**src/rtl/mem_port_arbiter.sv**
```systemverilog
// Shared instruction/data memory port sequencer: IF and DM requesters, IDLE->ACCESS->RESP, ack two cycles after grant.
// Optional MEM_BOUNDS_CHECK_EN adds an out-of-range address check with a bound_err output.
module mem_port_arbiter #(
    parameter int ADDR_W     = 32,
    parameter int DEPTH      = 32,
    parameter int MAX_DM_RUN = 4
) (
    input  logic              CLK,
    input  logic              RST,
    input  logic              if_req,
    input  logic [ADDR_W-1:0] if_addr,
    output logic              if_ack,
    output logic [31:0]       if_rdata,
    input  logic              dm_req,
    input  logic              dm_we,
    input  logic [ADDR_W-1:0] dm_addr,
    input  logic [31:0]       dm_wdata,
    output logic              dm_ack,
    output logic [31:0]       dm_rdata,
    output logic [ADDR_W-1:0] mem_addr,
    output logic [31:0]       mem_wd,
    output logic              mem_we,
    output logic              mem_irwrite,
    input  logic [31:0]       mem_rd,
`ifdef MEM_BOUNDS_CHECK_EN
    output logic              bound_err,
`endif
    output logic              busy
);

    localparam int CNT_W = $clog2(MAX_DM_RUN + 1);

    typedef enum logic [1:0] {
        S_IDLE   = 2'd0,
        S_ACCESS = 2'd1,
        S_RESP   = 2'd2
    } state_t;

    state_t              r_state;
    state_t              w_state_nxt;
    logic                w_grant_dm;
    logic                w_grant_if;
    logic [ADDR_W-1:0]   w_grant_addr;
    logic                w_oob;
    logic [31:0]         w_capture;

    logic [CNT_W-1:0]    r_run_cnt;
    logic [ADDR_W-1:0]   r_mem_addr;
    logic [31:0]         r_mem_wd;
    logic                r_wflag;
    logic                r_irwrite;
    logic                r_sel_dm;
    logic                r_is_store;
    logic                r_oob;
    logic [31:0]         r_if_rdata;
    logic [31:0]         r_dm_rdata;

    always_ff @(posedge CLK) begin
        if (RST) begin
            r_state <= S_IDLE;
        end else begin
            r_state <= w_state_nxt;
        end
    end

    // DM keeps priority until it has won MAX_DM_RUN grants in a row against a waiting fetch.
    always_comb begin
        w_state_nxt = r_state;
        w_grant_dm  = 1'b0;
        w_grant_if  = 1'b0;
        case (r_state)
            S_IDLE: begin
                w_grant_dm = dm_req && (!if_req || (r_run_cnt < CNT_W'(MAX_DM_RUN)));
                w_grant_if = if_req && !w_grant_dm;
                if (w_grant_dm || w_grant_if) begin
                    w_state_nxt = S_ACCESS;
                end
            end
            S_ACCESS: w_state_nxt = S_RESP;
            S_RESP:   w_state_nxt = S_IDLE;
            default:  w_state_nxt = S_IDLE;
        endcase
    end

    assign w_grant_addr = w_grant_dm ? dm_addr : if_addr;

`ifdef MEM_BOUNDS_CHECK_EN
    assign w_oob = (w_grant_addr >= ADDR_W'(DEPTH));
`else
    assign w_oob = 1'b0;
`endif

    assign w_capture = r_oob ? 32'hDEAD_BEEF : mem_rd;

    always_ff @(posedge CLK) begin
        if (RST) begin
            r_run_cnt  <= '0;
            r_mem_addr <= '0;
            r_mem_wd   <= '0;
            r_wflag    <= 1'b0;
            r_irwrite  <= 1'b0;
            r_sel_dm   <= 1'b0;
            r_is_store <= 1'b0;
            r_oob      <= 1'b0;
            r_if_rdata <= '0;
            r_dm_rdata <= '0;
        end else begin
            case (r_state)
                S_IDLE: begin
                    if (!if_req) begin
                        r_run_cnt <= '0;
                    end
                    if (w_grant_dm) begin
                        r_mem_addr <= dm_addr;
                        r_mem_wd   <= dm_wdata;
                        r_wflag    <= dm_we && !w_oob;
                        r_irwrite  <= 1'b0;
                        r_sel_dm   <= 1'b1;
                        r_is_store <= dm_we;
                        r_oob      <= w_oob;
                        if (if_req && (r_run_cnt < CNT_W'(MAX_DM_RUN))) begin
                            r_run_cnt <= r_run_cnt + CNT_W'(1);
                        end
                    end else if (w_grant_if) begin
                        r_mem_addr <= if_addr;
                        r_mem_wd   <= '0;
                        r_wflag    <= 1'b0;
                        r_irwrite  <= 1'b1;
                        r_sel_dm   <= 1'b0;
                        r_is_store <= 1'b0;
                        r_oob      <= w_oob;
                        r_run_cnt  <= '0;
                    end
                end
                S_ACCESS: begin
                    if (!r_sel_dm) begin
                        r_if_rdata <= w_capture;
                    end else if (!r_is_store) begin
                        r_dm_rdata <= w_capture;
                    end
                    r_wflag   <= 1'b0;
                    r_irwrite <= 1'b0;
                end
                default: begin
                end
            endcase
        end
    end

    // Qualifying with RST lets a reset arriving mid-access kill the write in the same cycle.
    assign mem_we      = r_wflag && (r_state == S_ACCESS) && !RST;
    assign mem_irwrite = r_irwrite;
    assign mem_addr    = r_mem_addr;
    assign mem_wd      = r_mem_wd;
    assign if_ack      = (r_state == S_RESP) && !r_sel_dm;
    assign dm_ack      = (r_state == S_RESP) && r_sel_dm;
    assign if_rdata    = r_if_rdata;
    assign dm_rdata    = r_dm_rdata;
    assign busy        = (r_state != S_IDLE);

`ifdef MEM_BOUNDS_CHECK_EN
    assign bound_err = (r_state == S_RESP) && r_oob;
`endif

endmodule

```
**config.mk**
```make
export PLATFORM = sky130hd
export DESIGN_NAME = mem_port_arbiter
export DESIGN_NICKNAME = d
export VERILOG_FILES = /design/src/rtl/mem_port_arbiter.sv
export SDC_FILE = /design/constraint.sdc
export NUM_CORES = 1
export LEC_CHECK = 0
export BUFFER_PORTS_ARGS = -buffer_cell sky130_fd_sc_hd__buf_4
export CORE_ASPECT_RATIO = 0.75
export CORE_UTILIZATION = 41
export DETAILED_ROUTE_END_ITERATION = 12
export MAX_ROUTING_LAYER = met4
export PLACE_DENSITY = 0.88
export SLEW_MARGIN = 20
export SYNTH_ARGS = -nofsm -noshare
export SYNTH_HDL_FRONTEND = slang
export SYNTH_SLANG_ARGS = --single-unit
```
**constraint.sdc**
```tcl
create_clock -name CLK -period 1.62 [get_ports CLK]
set_clock_uncertainty 0.1 [all_clocks]
set_input_delay 0.324 -clock CLK [delete_from_list [all_inputs] [get_ports CLK]]
set_output_delay 0.324 -clock CLK [all_outputs]
set_load 0.05 [all_outputs]
```
==> run_summary.xml <==
<?xml version="1.0" encoding="UTF-8"?>
<metrics>
  <group name="power">
    <metric name="irDropWorstVdd" unit="uV">843</metric>
    <metric name="finalPower" unit="mW">10.1</metric>
    <metric name="p_leak" unit="nW">3.63</metric>
    <metric name="p_int" unit="mW">6.73</metric>
    <metric name="cellPowerDensity" unit="nW/um^2">1160</metric>
    <metric name="pwr-share-seq" unit="">0.368</metric>
    <metric name="sw_frac_of_total" unit="">0.335</metric>
    <metric name="power.net_switching" unit="mW">3.39</metric>
    <metric name="power_frac_clock" unit="">0.376</metric>
    <metric name="combinationalPowerShare" unit="">0.256</metric>
  </group>
  <group name="floorplanning">
    <metric name="initial_utilization" unit="">0.428</metric>
    <metric name="die-area" unit="sq um">13500</metric>
    <metric name="std_cell_rows" unit="">35</metric>
    <metric name="placeableCoreArea" unit="sq um">12500</metric>
    <metric name="die_width" unit="um">134</metric>
    <metric name="die_y" unit="um">101</metric>
    <metric name="boundaryPins" unit="">266</metric>
  </group>
  <group name="cts">
    <metric name="cts.root.buffer_cell" unit="">clkbuf_16</metric>
    <metric name="clk_path_buf_depth" unit="">2</metric>
    <metric name="count_of_clock_tree_sinks" unit="">137</metric>
    <metric name="tritoncts" unit="">done</metric>
    <metric name="ctsHtreeMaxLevel" unit="">4</metric>
    <metric name="cts_inserted_buffers" unit="">17</metric>
    <metric name="path_clk_slew" unit="ps">60</metric>
    <metric name="insertion_delay" unit="ps">410</metric>
  </group>
  <group name="detailed_routing">
    <metric name="antenna_left" unit="">0</metric>
    <metric name="detailedRoute.firstIterationViolations" unit="">346</metric>
    <metric name="route.detailed.drc" unit="">0</metric>
    <metric name="detailed_route_via_count" unit="">6005</metric>
    <metric name="drt-wirelength-per-cell" unit="um">17.5</metric>
    <metric name="firstDrtPassIters" unit="">7</metric>
    <metric name="routed_via_density" unit="">5.47</metric>
    <metric name="routed_wirelength" unit="mm">19.2</metric>
  </group>
  <group name="logic_synthesis">
    <metric name="post_synthesis_net_count" unit="">797</metric>
    <metric name="postSynthCellCount" unit="">663</metric>
    <metric name="synthDistinctLibCells" unit="">32</metric>
    <metric name="yosys_register_bits" unit="">137</metric>
    <metric name="ys_seq_area_frac" unit="">0.512</metric>
    <metric name="mappedNetlistArea" unit="sq um">5360</metric>
    <metric name="syn_area_per_cell" unit="sq um">8.08</metric>
    <metric name="ys_warn_count" unit="">0</metric>
  </group>
  <group name="global_routing">
    <metric name="largest_net_degree_at_the_start_of_global_routing" unit="">72</metric>
    <metric name="number_of_antenna_violations_at_the_first_check_in_global_routing" unit="">0</metric>
    <metric name="groute.layer.met1.usage" unit="">0.334</metric>
    <metric name="vias_in_the_first_global_route" unit="">5389</metric>
    <metric name="globalRouteMet3Util" unit="">0.0548</metric>
    <metric name="grt_util_all_layers" unit="">0.267</metric>
    <metric name="met2_usage" unit="">0.430</metric>
    <metric name="first_pass_grt_wire_length" unit="mm">27.3</metric>
    <metric name="grt_overflow_total" unit="">0</metric>
    <metric name="grt_busiest_layer" unit="">met2</metric>
  </group>
  <group name="finish">
    <metric name="n_fill_cell" unit="">955</metric>
    <metric name="fraction_of_layout_cells_with_a_size_suffix_above_1" unit="">0.423</metric>
    <metric name="final_net_count" unit="">1052</metric>
    <metric name="areaGrowthSynthToFinish" unit="%">63.4</metric>
    <metric name="stdcell_area" unit="sq um">8750</metric>
    <metric name="antenna_cells" unit="">0</metric>
    <metric name="mostFrequentLayoutCell" unit="">buf_4</metric>
    <metric name="layout_common_cells" unit="">281 x buf_4, 134 x dfxtp_1, 131 x nand2_1</metric>
  </group>
  <group name="timing">
    <metric name="max_clock_freq" unit="GHz">0.551</metric>
    <metric name="tightestPinTransition" unit="ps">649</metric>
    <metric name="slew_headroom" unit="">0.568</metric>
    <metric name="rsz_0062_raised_after_global_routing" unit="">true</metric>
    <metric name="final.min_clock_period" unit="ps">1810</metric>
    <metric name="setup_violations" unit="">63</metric>
    <metric name="fin_hold_ws" unit="ps">32.4</metric>
    <metric name="post-route-period-util" unit="">1.12</metric>
    <metric name="post_route_worst_setup_slack" unit="ps">-193</metric>
    <metric name="max_slew_violation_count" unit="">0</metric>
    <metric name="finalHoldViolations" unit="">0</metric>
    <metric name="setup_tns_final" unit="ps">-3670</metric>
  </group>
  <group name="place">
    <metric name="hpwl" unit="mm">11.7</metric>
    <metric name="postPlaceCellArea" unit="sq um">7560</metric>
    <metric name="finalWeightedCongestion" unit="">0.842</metric>
    <metric name="port_buffers" unit="">265</metric>
  </group>
  <group name="worst_setup_path">
    <metric name="timing.critical_path.cells" unit="">buf_6, nand2b_4, nor2_4, and2_4, buf_8</metric>
    <metric name="critPathSlowestCell" unit="">dfxtp_4</metric>
    <metric name="worstPathMaxFanout" unit="">3</metric>
    <metric name="crit_path_end_kind" unit="">output pin</metric>
    <metric name="arrival_time_at_the_worst_endpoint" unit="ps">1390</metric>
    <metric name="critPathLaunchType" unit="">flop</metric>
    <metric name="regToRegSetupSlack" unit="ps">-130</metric>
    <metric name="worst_path_largest_cell_delay" unit="ps">360</metric>
    <metric name="timing_worst_setup_path_type" unit="">reg -&gt; out</metric>
    <metric name="timing.critical_path.required" unit="ps">1200</metric>
  </group>
  <group name="hold_path">
    <metric name="min_path_type" unit="">in -&gt; reg</metric>
  </group>
  <group name="run">
    <metric name="max_cap_violations" unit="">0</metric>
  </group>
  <group name="outcome">
    <metric name="status" unit="">finished, violations left</metric>
    <metric name="violations_in_the_final_reports" unit="">negative setup slack</metric>
  </group>
</metrics>
==> cells in the mapped netlist, drive strengths merged <==
library cell	count	area share
nor2	4	0.0047
o21ai	66	0.062
nand3b	1	0.0014
nand2b	1	0.0012
o2111a	1	0.0021
nor3b	2	0.0037
or2	1	0.0012
nand3	67	0.063
a21oi	134	0.13
o211ai	1	0.0014
and2	1	0.0012
clkbuf	48	0.034
buf	22	0.024
or3	1	0.0012
or3b	1	0.0016
a211oi	1	0.0023
a311oi	32	0.052
nand4bb	1	0.0021
and3b	2	0.0033
dfxtp	137	0.51
nor3	1	0.00093
inv	3	0.0021
nor4bb	1	0.0019
nand2	132	0.092
ha	1	0.0023
a211o	1	0.0016
==> power by group through the flow <==
| stage | Clock (mW) | Combinational [mW] | Sequential [mW] |
|---|---|---|---|
| floorplan | 0 | 0.678 | 4.52 |
| global placement | 0 | 2.25 | 3.78 |
| detailed placement | 0 | 2.28 | 3.79 |
| CTS | 3.85 | 2.39 | 3.72 |
| global route | 4.00 | 2.72 | 3.75 |
| finish | 3.80 | 2.60 | 3.73 |
==> timing repair <==
item	in CTS	in global routing
buffers inserted	6	4
endpoints found under the setup margin	36	107
gates resized for setup	25	63
pin swaps	25	23
cloned	2	5
hold buffers	0	0
==> sequential cells by signal (all words and copies together) (netlist names) <==
| name | count |
|---|---|
| mem_wd | 32 |
| r_state | 2 |
| r_wflag | 1 |
| mem_addr | 32 |
| dm_rdata | 32 |
| r_sel_dm | 1 |
| r_is_store | 1 |
| r_run_cnt | 3 |
| if_rdata | 32 |
| mem_irwrite | 1 |
==> kinds of logic (layout without fill, tap and decap cells) <==
family	after synthesis	after routing	synth area share
and+or+nand+nor	216	216	0.179
adders and majority gates	1	1	0.00233
DFF	137	137	0.512
buffers and inverters	73	341	0.0598
AOI/OAI and AO/OA	236	236	0.247
==> stage by stage <==
stage / instances / setup slack, ps / util
5_1_grt: 1097 / -239 / 0.699
3_3_place_gp: 1048 / 25.4 / 0.604
3_5_place_dp: 1048 / -42.4 / 0.604
6_report: 1097 / -193 / 0.699
2_1_floorplan: 663 / 73.4 / -
4_1_cts: 1088 / -227 / 0.665
==> critical path, delay by kind of cell, from the launching register on <==
family        cells  cell delay (ps)
buf+inv           2              250
flops             1              360
simple gates      3              380
==> layer usage <==
| layer | vias to the layer above | share of wire |
|---|---|---|
| li1 | 2859 | - |
| met1 | 2820 | 0.41 |
| met2 | 301 | 0.50 |
| met3 | 25 | 0.080 |
| met4 | 0 | 0.015 |
| met5 | - | 0 |
==> worst paths after layout <==
kind / from / end / cells after the start
worst max-delay path: r_state[1] / mem_we / 5
worst min-delay path: RST / r_state[1] / 2
worst max register to register: r_state[1] / mem_addr[25] / 6
worst min register to register: if_rdata[25] / if_rdata[25] / 2
==> final cells by class <==
class | instances | area, sq um | share of cell area
well taps | 166 | 208 | 0.0237
multi-input cells | 453 | 2630 | 0.300
flip-flops and latches | 137 | 2750 | 0.314
clock buffers | 17 | 425 | 0.0486
repair buffers | 306 | 2570 | 0.294
inverters | 3 | 13.8 | 0.00157
clock inverters | 15 | 154 | 0.0176
No activity file was read; power rests on OpenSTA's default activity.
